File: src/rtl/dtc_vote_window.sv
// Windowed majority vote over 2-bit classifier labels; emits argmax class, count and tie flag.
// Optional early window end via the flush input when DTC_VOTE_FLUSH_EN is defined.
module dtc_vote_window #(
    parameter int WINDOW = 16,
    parameter int CNT_W  = 8
) (
    input  logic             clk,
    input  logic             rst,
    input  logic             in_valid,
    output logic             in_ready,
    input  logic [1:0]       in_class,
    output logic             out_valid,
    input  logic             out_ready,
    output logic [1:0]       out_class,
    output logic [CNT_W-1:0] out_count,
    output logic             out_tie
`ifdef DTC_VOTE_FLUSH_EN
    ,
    input  logic             flush
`endif
);

    typedef enum logic {ACCUM, EMIT} state_t;

    localparam logic [CNT_W-1:0] WIN = CNT_W'(WINDOW);

    state_t           state_q;
    logic [CNT_W-1:0] cnt_q [4];
    logic [CNT_W-1:0] cnt_d [4];
    logic [CNT_W-1:0] n_samp_q, n_samp_d;
    logic             in_ready_q, out_valid_q, out_tie_q;
    logic [1:0]       out_class_q;
    logic [CNT_W-1:0] out_count_q;

    logic             accept, flush_w, done;
    logic [1:0]       best_cls;
    logic [CNT_W-1:0] best_cnt;
    logic             best_tie;

`ifdef DTC_VOTE_FLUSH_EN
    assign flush_w = flush;
`else
    assign flush_w = 1'b0;
`endif

    assign accept = in_valid && (state_q == ACCUM);

    // Next counts include the sample accepted this cycle so the decision sees it.
    always_comb begin
        for (int i = 0; i < 4; i++) begin
            cnt_d[i] = cnt_q[i];
            if (accept && (in_class == 2'(i)))
                cnt_d[i] = cnt_q[i] + CNT_W'(1);
        end
        n_samp_d = n_samp_q + CNT_W'(accept);
        done = (state_q == ACCUM) &&
               ((accept && (n_samp_d == WIN)) || (flush_w && (n_samp_d != '0)));
    end

    // Scan upward with strict '>' so the lowest index keeps an equal maximum.
    always_comb begin
        best_cls = 2'd0;
        best_cnt = cnt_d[0];
        best_tie = 1'b0;
        for (int i = 1; i < 4; i++) begin
            if (cnt_d[i] > best_cnt) begin
                best_cls = 2'(i);
                best_cnt = cnt_d[i];
                best_tie = 1'b0;
            end else if (cnt_d[i] == best_cnt) begin
                best_tie = 1'b1;
            end
        end
    end

    always_ff @(posedge clk or posedge rst) begin
        if (rst) begin
            state_q     <= ACCUM;
            for (int i = 0; i < 4; i++) cnt_q[i] <= '0;
            n_samp_q    <= '0;
            in_ready_q  <= 1'b1;
            out_valid_q <= 1'b0;
            out_class_q <= 2'd0;
            out_count_q <= '0;
            out_tie_q   <= 1'b0;
        end else begin
            case (state_q)
                ACCUM: begin
                    for (int i = 0; i < 4; i++) cnt_q[i] <= cnt_d[i];
                    n_samp_q <= n_samp_d;
                    if (done) begin
                        out_class_q <= best_cls;
                        out_count_q <= best_cnt;
                        out_tie_q   <= best_tie;
                        out_valid_q <= 1'b1;
                        in_ready_q  <= 1'b0;
                        state_q     <= EMIT;
                    end
                end
                EMIT: begin
                    if (out_ready) begin
                        for (int i = 0; i < 4; i++) cnt_q[i] <= '0;
                        n_samp_q    <= '0;
                        out_valid_q <= 1'b0;
                        in_ready_q  <= 1'b1;
                        state_q     <= ACCUM;
                    end
                end
                default: state_q <= ACCUM;
            endcase
        end
    end

    assign in_ready  = in_ready_q;
    assign out_valid = out_valid_q;
    assign out_class = out_class_q;
    assign out_count = out_count_q;
    assign out_tie   = out_tie_q;

endmodule

File: config.mk
export PLATFORM = sky130hd
export DESIGN_NAME = dtc_vote_window
export DESIGN_NICKNAME = d
export VERILOG_FILES = /design/src/rtl/dtc_vote_window.sv
export SDC_FILE = /design/constraint.sdc
export NUM_CORES = 1
export LEC_CHECK = 0
export BUFFER_PORTS_ARGS = -buffer_cell sky130_fd_sc_hd__buf_2
export CAP_MARGIN = 10
export CELL_PAD_IN_SITES_DETAIL_PLACEMENT = 0
export CELL_PAD_IN_SITES_GLOBAL_PLACEMENT = 1
export CORE_MARGIN = 2
export CORE_UTILIZATION = 48
export DETAILED_ROUTE_END_ITERATION = 6
export GPL_ROUTABILITY_DRIVEN = 0
export PLACE_DENSITY_LB_ADDON = 0.15
export RECOVER_POWER = 100
export SLEW_MARGIN = 10
export SYNTH_ARGS = -nofsm -noshare
export SYNTH_HDL_FRONTEND = slang
export SYNTH_SLANG_ARGS = --single-unit
File: constraint.sdc
create_clock -name clk -period 8.37 [get_ports clk]
set_input_delay 1.674 -clock clk [delete_from_list [all_inputs] [get_ports clk]]
set_output_delay 1.674 -clock clk [all_outputs]
set_load 0.005 [all_outputs]
Yosys cells after proc, flatten, opt, wreduce, memory -nomap -nowiden

Cells that the tools add are included.

Equal/unequal tests: 9
Add/sub/neg operators: 5
Bitwise gates (word level): 1
Order comparisons: 3
Mux-type cells: 29
Reduce and logical (&&, ||, !) cells: 10

Operators by type and width:

| cell                                                 | count |
|---|---|
| two-way mux 8 bit                                    | 8 |
| case mux 32 bit (2 select lines)                     | 1 |
| adder 8 x 1 -> 8 bit (second input constant)         | 4 |
| two-way mux 32 bit                                   | 1 |
| equality test 8 bit                                  | 3 |
| greater-than comparator 8 bit                        | 3 |
| case mux 8 bit (2 select lines)                      | 1 |
| two-way mux 1 bit                                    | 13 |
| adder 8 x 1 -> 8 bit                                 | 1 |
| equality test 8 x 5 -> 1 bit (second input constant) | 1 |
| logical AND 1 bit                                    | 7 |
| case mux 1 bit (2 select lines)                      | 3 |
| equality test 2 bit (second input constant)          | 2 |
| two-way mux 2 bit                                    | 2 |
| inequality test 2 bit (second input constant)        | 2 |
| AND reduction 2 bit                                  | 2 |
| equality test 2 x 1 -> 1 bit (second input constant) | 1 |
| logical NOT 2 bit                                    | 1 |
| NOT 1 bit                                            | 1 |

Output and inout bits: 13
Bits in registers: 54
Bits of input ports: 6

Logic depth before layout (Yosys ltp)

Gate-level depths: netlist of the first run.

Depth in word-level cells: 11
Mapped depth: 35
Depth with buffers taken out: 31

Worst setup path after synthesis of the first run

Ideal clock, no wire load.

Path kind: input to register
From: input port in_class[1]
To: register out_count_q[2], in the netlist out_count[2]
Cell stages on the path: 32
Buffers on the path: 3
Setup time: 0.082 ns
Arrival time: 8.456 ns
Slack: -0.168 ns
Required time: 8.288 ns
Cell sequence: and4bb_2 > nand4_1 > inv_1 > nand3_1 > nor2_1 > xnor2_1 > inv_1 > ha_1 > nand3_1 > a2111o_1 > a31oi_4 > buf_6 > mux2i_1 > inv_1 > ha_1 > nor2b_1 > o31ai_1 > a21oi_1 > nor4_1 > nand2b_1 > clkbuf_1 > clkbuf_1 > mux2_2 > ha_1 > o21a_1 > o31ai_1 > a21oi_1 > o31ai_1 > o21ai_0 > a211oi_1 > o21ai_0 > a31oi_1

Longest elaborated chain between the ends: 9

Ends and longest elaborated chain:

| element                                                                  | line | text |
|---|---|---|
| from (decl)                                                              | 11   | `input logic [1:0] in_class,` |
| equality test 2 x 1 -> 1 bit / logical NOT 2 bit (equally long branches) | 52   | `if (accept && (in_class == 2'(i)))` |
| logical AND 1 bit                                                        | 52   |  |
| two-way mux 8 bit                                                        | 52   |  |
| greater-than comparator 8 bit                                            | 66   | `if (cnt_d[i] > best_cnt) begin` |
| two-way mux 8 bit                                                        | 66   |  |
| greater-than comparator 8 bit                                            | 66   |  |
| two-way mux 8 bit                                                        | 66   |  |
| greater-than comparator 8 bit                                            | 66   |  |
| two-way mux 8 bit *                                                      | 66   |  |
| to (signal assigned)                                                     | 93   | `out_count_q <= best_cnt;` |
| to (decl)                                                                | 33   | `logic [CNT_W-1:0] out_count_q;` |

Every way passes the cells marked *; elsewhere a longest branch is shown, timed or not.
A chain may end at the register's enable or synchronous reset.

Worst setup path after layout of the first run

From: input port in_class[1]
To: register out_count_q[7], in the netlist out_count[7]

The elaborated chain is that of the path after synthesis.

==> summary.md, run 1 <==
| Metric | Value |
|---|---|
| Final setup margin | 512 ps |
| Max Cap Viol | 2 |
| Starting Density | 0.501 |
| Post-Layout Cell Count | 571 |
| Net Sw Power | 0.950 mW |
| Synthesized area per cell | 8.85 µm² |
| Vias in the first global route | 3,103 |
| Yosys warns | 0 |
| Ant. Diodes | 0 |
| Clk sinks | 54 |
| Antenna Nets Post-Route | 0 |
| Final-layout fill cell count | 716 |
| Async set-or-reset flop fraction in the synthesized netlist | 1.00 |
| Worst slew margin | -0.977 |
| # port buffers | 18 |
| Critical Path Slowest Stage Cell | a2111o_1 |
| Final net count | 503 |
| I/O pin total | 19 |
| GRT Total Usage | 0.227 |
| Most common cell after layout, fill and taps aside | nand2_1 |
| Area growth from synthesis to layout | 10.3% |
| Via density per instance | 5.64 |
| FP Rows | 32 |
| Worst min path class | reg2reg |
| Worst-Margin Slew | 2960 ps |
| Leakage power figure | 1.83 nW |
| Status | finished with violations |
| Seq/Total Area, Yosys | 0.346 |
| Die area | 8890 µm² |
| Distinct cells, synth | 52 |
| Failing checks | capacitance limit, slew limit |
| CP Data Required Time | 8610 ps |
| Worst-skew pair later-pin latency | 320 ps |
| Gr ovfl total | 0 |
| Fmax | 0.127 GHz |
| Combinational power share | 0.676 |
| Setup violations, final | 0 |
| Sw Share | 0.465 |
| First-pass GRT wire length | 15.8 mm |
| Critical Path Start | in_class[1] |
| Routed wire length | 9.23 mm |
| Final Max Slew Viols | 92 |
| Synthesized flop and latch total | 54 |
| Die W | 94.3 µm |
| Htree depth | 2 |
| Mapped Nets | 477 |
| Cell-internal power | 1.09 mW |
| Chip Height | 94.3 µm |
| Initial antenna violation count | 0 |
| Synthesized instance count | 442 |
| Router iterations before antenna repair | 4 |
| Tcrit/Tclk final | 0.939 |
| Clock Root Buffer | clkbuf_8 |
| Final Hold Fails | 0 |
| Minimum clock period | 7860 ps |
| Startpoint Class | primary input |
| Hold WS | 491 ps |
| CP max FO | 13 |
| Layout cells sized above 1 | 0.145 |
| DR WL/cell | 16.2 µm |
| Num CTS Buffers | 5 |
| RSZ-0062 raised after global routing | false |
| CP max stage delay | 460 ps |
| Most frequent cells in the layout | nand2_1 (59), dfrtp_1 (52), o22ai_1 (36) |
| Kind of critical path | in2reg |
| Reg-to-Reg Start | state_q$_DFF_PP0_ |
| Pwr Density | 474 nW/µm² |
| Max Root-Sink Buffers | 2 |
| Post-CTS Hold Fix Bufs | 0 |
| Share of power burned in registers | 0.246 |
| Placed wire-length estimate | 6.78 mm |
| TritonCTS clock tree | yes |
| Cell Area, Synth | 3910 µm² |
| Clk_skew | 10.4 ps |
| Final core utilization | 0.553 |
| Core ar. | 7810 µm² |
| Placed insts | 560 |
| VDD IR max | 195 µV |
| Clock network power share | 0.077 |
| Largest net degree at the start of global routing | 58 |
| DRC viols | 0 |
| Prevailing post-synth register cell | dfrtp_1 |
| Vias | 3,219 |
| Arrival time at the worst endpoint | 8090 ps |
| Number of flops mapped to enable cells by yosys | 0 |
| CP endpoint kind | register |
| Setup WS pre-CTS | -21.1 ps |
| Worst-path clk slew | 110 ps |
| Hold Crit Start | in_ready$_DFFE_PP1P_ |
| DRT iter0 DRCs | 173 |
state kept, by name, indices dropped and copies added, names as in the netlist:
signal / cells
cnt_q: 32
n_samp_q: 8
out_count: 8
out_class: 2
in_ready: 1
out_tie: 1
out_valid: 1
state_q: 1
critical path, delay by kind of cell:
kind / cells / cell delay (ps)
AND/OR/NAND/NOR: 10 / 1660
multiplexers: 2 / 710
adder cells (fa/ha/maj): 3 / 910
XOR/XNOR: 1 / 200
AO/OA/AOI/OAI: 8 / 1740
buffers and inverters: 7 / 1210
power by group through the flow:
| stage | combinational, mW | clock [mW] | sequential (mW) |
|---|---|---|---|
| 3_3_place_gp | 1.33 | 0 | 0.503 |
| 2_1_floorplan | 0.968 | 0 | 0.485 |
| 5_1_grt | 1.56 | 0.175 | 0.525 |
| 4_1_cts | 1.35 | 0.163 | 0.502 |
| 6_report | 1.38 | 0.158 | 0.504 |
| 3_5_place_dp | 1.34 | 0 | 0.506 |
cell families (layout without fill, tap and decap cells):
logic type                 count (synthesis)  in the layout  share of synthesized area
and+or+nand+nor                          152            152                      0.201
DFF                                       54             54                      0.346
xor gates and xnor gates                  32             32                     0.0716
buffers and inverters                     54             81                     0.0537
muxes                                     20             20                     0.0572
AOI/OAI and AO/OA                        101            101                      0.178
adders and majority gates                 29             29                     0.0927
layer usage:
metal  GRT usage  routed length (µm)  up-vias
li1            -                   -     1646
met1       0.332                4690     1512
met2       0.360                4220       55
met3      0.0265                 270        6
met4      0.0507                  51        0
met5           0                   0        -
what timing repair did:
item / 4_1_cts / 5_1_grt
gates resized for setup: 0 / 7
setup endpoints to repair: 0 / 5
buffers inserted: 0 / 3
final cells by class:
| class | count | area [µm²] | area share |
|---|---|---|---|
| repair buffers | 40 | 231 | 0.0537 |
| well taps | 102 | 128 | 0.0296 |
| inverters | 33 | 124 | 0.0287 |
| flip-flops and latches | 54 | 1350 | 0.314 |
| clock inverters | 1 | 5.00 | 0.00116 |
| clock buffers | 7 | 86.3 | 0.0200 |
| multi-input cells | 334 | 2390 | 0.553 |
Yosys cell counts, drive strengths merged, types with 3 or more instances:
cell type / n / area, µm²
a211oi: 3 / 27.5
a21oi: 8 / 40.0
a31oi: 9 / 77.6
and2: 5 / 31.3
and3: 4 / 25.0
and4: 5 / 43.8
buf: 3 / 18.8
clkbuf: 18 / 67.6
dfrtp: 53 / 1330
ha: 29 / 363
inv: 33 / 124
mux2: 13 / 150
mux2i: 7 / 73.8
nand2: 59 / 221
nand3: 12 / 60.1
nand4: 14 / 87.6
nor2: 22 / 82.6
nor2b: 5 / 31.3
nor3: 8 / 40.0
nor3b: 3 / 27.5
o21a: 7 / 52.6
o21ai: 21 / 105
o22ai: 36 / 225
o311a: 3 / 30.0
o31ai: 4 / 30.0
or3: 5 / 31.3
xnor2: 18 / 158
xor2: 14 / 123
final timing paths:
| kind | slack, ps | cells after the start | end |
|---|---|---|---|
| setup / recovery | 510 | 31 | out_count[7]$_DFFE_PP0P_ |
| hold / removal | 490 | 2 | in_ready$_DFFE_PP1P_ |
| setup reg to reg | 1380 | 30 | out_count[7]$_DFFE_PP0P_ |
| hold reg to reg | 490 | 2 | in_ready$_DFFE_PP1P_ |
| max in group asynchronous | 4030 | 3 | state_q$_DFF_PP0_ |
| min in group asynchronous | 2470 | 3 | n_samp_q[2]$_DFFE_PP0P_ |
per-stage QoR:
stage          instance area, µm²  TNS (ps)  power (mW)
3_3_place_gp                 4190         0        1.83
2_1_floorplan                3920         0        1.45
3_5_place_dp                 4190     -29.0        1.85
5_1_grt                      4310         0        2.26
6_report                     4310         0        2.04
4_1_cts                      4280         0        2.01
Note: power is estimated with default switching activity, not from simulation.
==> run 2: changes to the inputs <==
--- a/config.mk
+++ b/config.mk
@@ -7,10 +7,11 @@
 export LEC_CHECK = 0
 export BUFFER_PORTS_ARGS = -buffer_cell sky130_fd_sc_hd__buf_2
 export CAP_MARGIN = 10
-export CELL_PAD_IN_SITES_DETAIL_PLACEMENT = 0
+export CELL_PAD_IN_SITES_DETAIL_PLACEMENT = 1
 export CELL_PAD_IN_SITES_GLOBAL_PLACEMENT = 1
 export CORE_MARGIN = 2
 export CORE_UTILIZATION = 48
+export CTS_CLUSTER_DIAMETER = 120
 export DETAILED_ROUTE_END_ITERATION = 6
 export GPL_ROUTABILITY_DRIVEN = 0
 export PLACE_DENSITY_LB_ADDON = 0.15
==> summary.md, run 2 (synthesis gave the netlist of run 1 again) <==
| Metric | Value |
|---|---|
| Fmax | 0.120 GHz |
| First-pass GRT wire length | 17.6 mm |
| CP endpoint kind | register |
| Ant. Diodes | 0 |
| Setup violations, final | 0 |
| DR top layer | met4 |
| Routed wire length | 11.2 mm |
| Num CTS Buffers | 5 |
| Max Cap Viol | 2 |
| Htree depth | 2 |
| Wire length on met2 | 5.58 mm |
| Worst-path clk slew | 110 ps |
| Minimum clock period | 8360 ps |
| Starting Density | 0.501 |
| Wl on met1 | 5.22 mm |
| DR WL/cell | 19.6 µm |
| Die W | 94.3 µm |
| DRC viols | 0 |
| TritonCTS clock tree | yes |
| Worst-skew pair later-pin latency | 310 ps |
| Max FFs per register | 32 |
| Worst slew margin | -1.00 |
| Final Hold Fails | 0 |
| Arrival time at the worst endpoint | 8590 ps |
| Vias | 3,429 |
| FP Rows | 32 |
| Router iterations before antenna repair | 4 |
| I/O pin total | 19 |
| Initial antenna violation count | 0 |
| Most frequent cells in the layout | nand2_1 (59), dfrtp_1 (52), o22ai_1 (36) |
| Post-CTS Hold Fix Bufs | 0 |
| Most flops, register | cnt_q |
| CP max stage delay | 480 ps |
| Clk_skew | 9.64 ps |
| Placed standard-cell area | 4190 µm² |
| Worst min path class | reg2reg |
| Largest net degree at the start of global routing | 58 |
| Critical Path Slowest Stage Cell | a2111o_1 |
| Clock Root Buffer | clkbuf_8 |
| DRT iter0 DRCs | 127 |
| Final-layout fill cell count | 938 |
| Area growth from synthesis to layout | 10.8% |
| GRT Total Usage | 0.251 |
| Via density per instance | 5.99 |
| CP Buf/Inv Count | 5 |
| Clk sinks | 54 |
| Core ar. | 7810 µm² |
| Startpoint Class | primary input |
| Kind of critical path | in2reg |
| Chip Height | 94.3 µm |
| Met3 Wirelength | 247 µm |
| CP max FO | 13 |
| Tcrit/Tclk final | 0.998 |
| Most common cell after layout, fill and taps aside | nand2_1 |
| Layout cells sized above 1 | 0.151 |
| CP top delay family | compound AO/OA/AOI/OAI gates |
| Final net count | 504 |
| Placed wire-length estimate | 7.83 mm |
| Failing checks | capacitance limit, slew limit |
| Post-route cell area | 4330 µm² |
| Worst-Margin Slew | 3000 ps |
| Status | finished with violations |
| Max Root-Sink Buffers | 2 |
| Gr ovfl total | 0 |
| # port buffers | 18 |
| CP Data Required Time | 8610 ps |
| Vias in the first global route | 3,455 |
| Final Max Slew Viols | 92 |
| Antenna Nets Post-Route | 0 |
| Die area | 8890 µm² |
-- run 2: cell types whose count changed in the layout (fill, tap and decap cells not counted), sizes merged --
cell	previous run	this run
buf	28	29
-- run 2: layout make-up --
| class | instances | area [µm²] | share of cell area |
|---|---|---|---|
| multi-input combinational | 334 | 2390 | 0.551 |
| sequential | 54 | 1350 | 0.312 |
| timing repair buffer | 41 | 248 | 0.0572 |
| tap | 102 | 128 | 0.0294 |
| inverter | 33 | 124 | 0.0286 |
| clock buffer | 7 | 86.3 | 0.0199 |
| clock inverter | 1 | 5.00 | 0.00115 |
-- run 2: repair_timing --
action	CTS	global route
gates resized for setup	0	9
setup endpoints to repair	0	6
buffers inserted	0	4
-- run 2: metrics by stage --
stage	setup TNS, ps	instances	utilization	hold slack (ps)	setup slack, ps
global route	-1860	572	0.555	525	-324
floorplan	0	442	-	472	3.22
finish	0	572	0.555	496	13.6
detailed placement	-714	560	0.537	480	-181
CTS	0	568	0.549	497	93.6
global placement	0	560	0.537	468	107
-- run 2: tightest hold or removal path, cell delays in order (launching register included) --
cell and delay [ps]:
dfstp_2 380, inv_1 40, o21ai_0 80
-- run 2: metal layers --
| layer | vias to the layer above | GRT usage |
|---|---|---|
| met1 | 1717 | 0.346 |
| met4 | 0 | 0.0435 |
| li1 | 1650 | - |
| met3 | 13 | 0.0297 |
| met5 | - | 0 |
| met2 | 49 | 0.429 |
-- run 2: worst paths after layout --
kind	startpoint	endpoint	slack (ps)	depth (start not counted)
max	in_class[1]	out_count[2]$_DFFE_PP0P_	10	32
min	in_ready$_DFFE_PP1P_	in_ready$_DFFE_PP1P_	500	2
max reg2reg	state_q$_DFF_PP0_	out_count[2]$_DFFE_PP0P_	870	31
min reg2reg	in_ready$_DFFE_PP1P_	in_ready$_DFFE_PP1P_	500	2
max in group asynchronous	rst	state_q$_DFF_PP0_	3980	3
min in group asynchronous	rst	cnt_q[17]$_DFFE_PP0P_	2490	3
Power of run 2 is left out: the tool's default activity adds up to more than one toggle a clock period on the data nets, which glitch-free logic cannot reach.
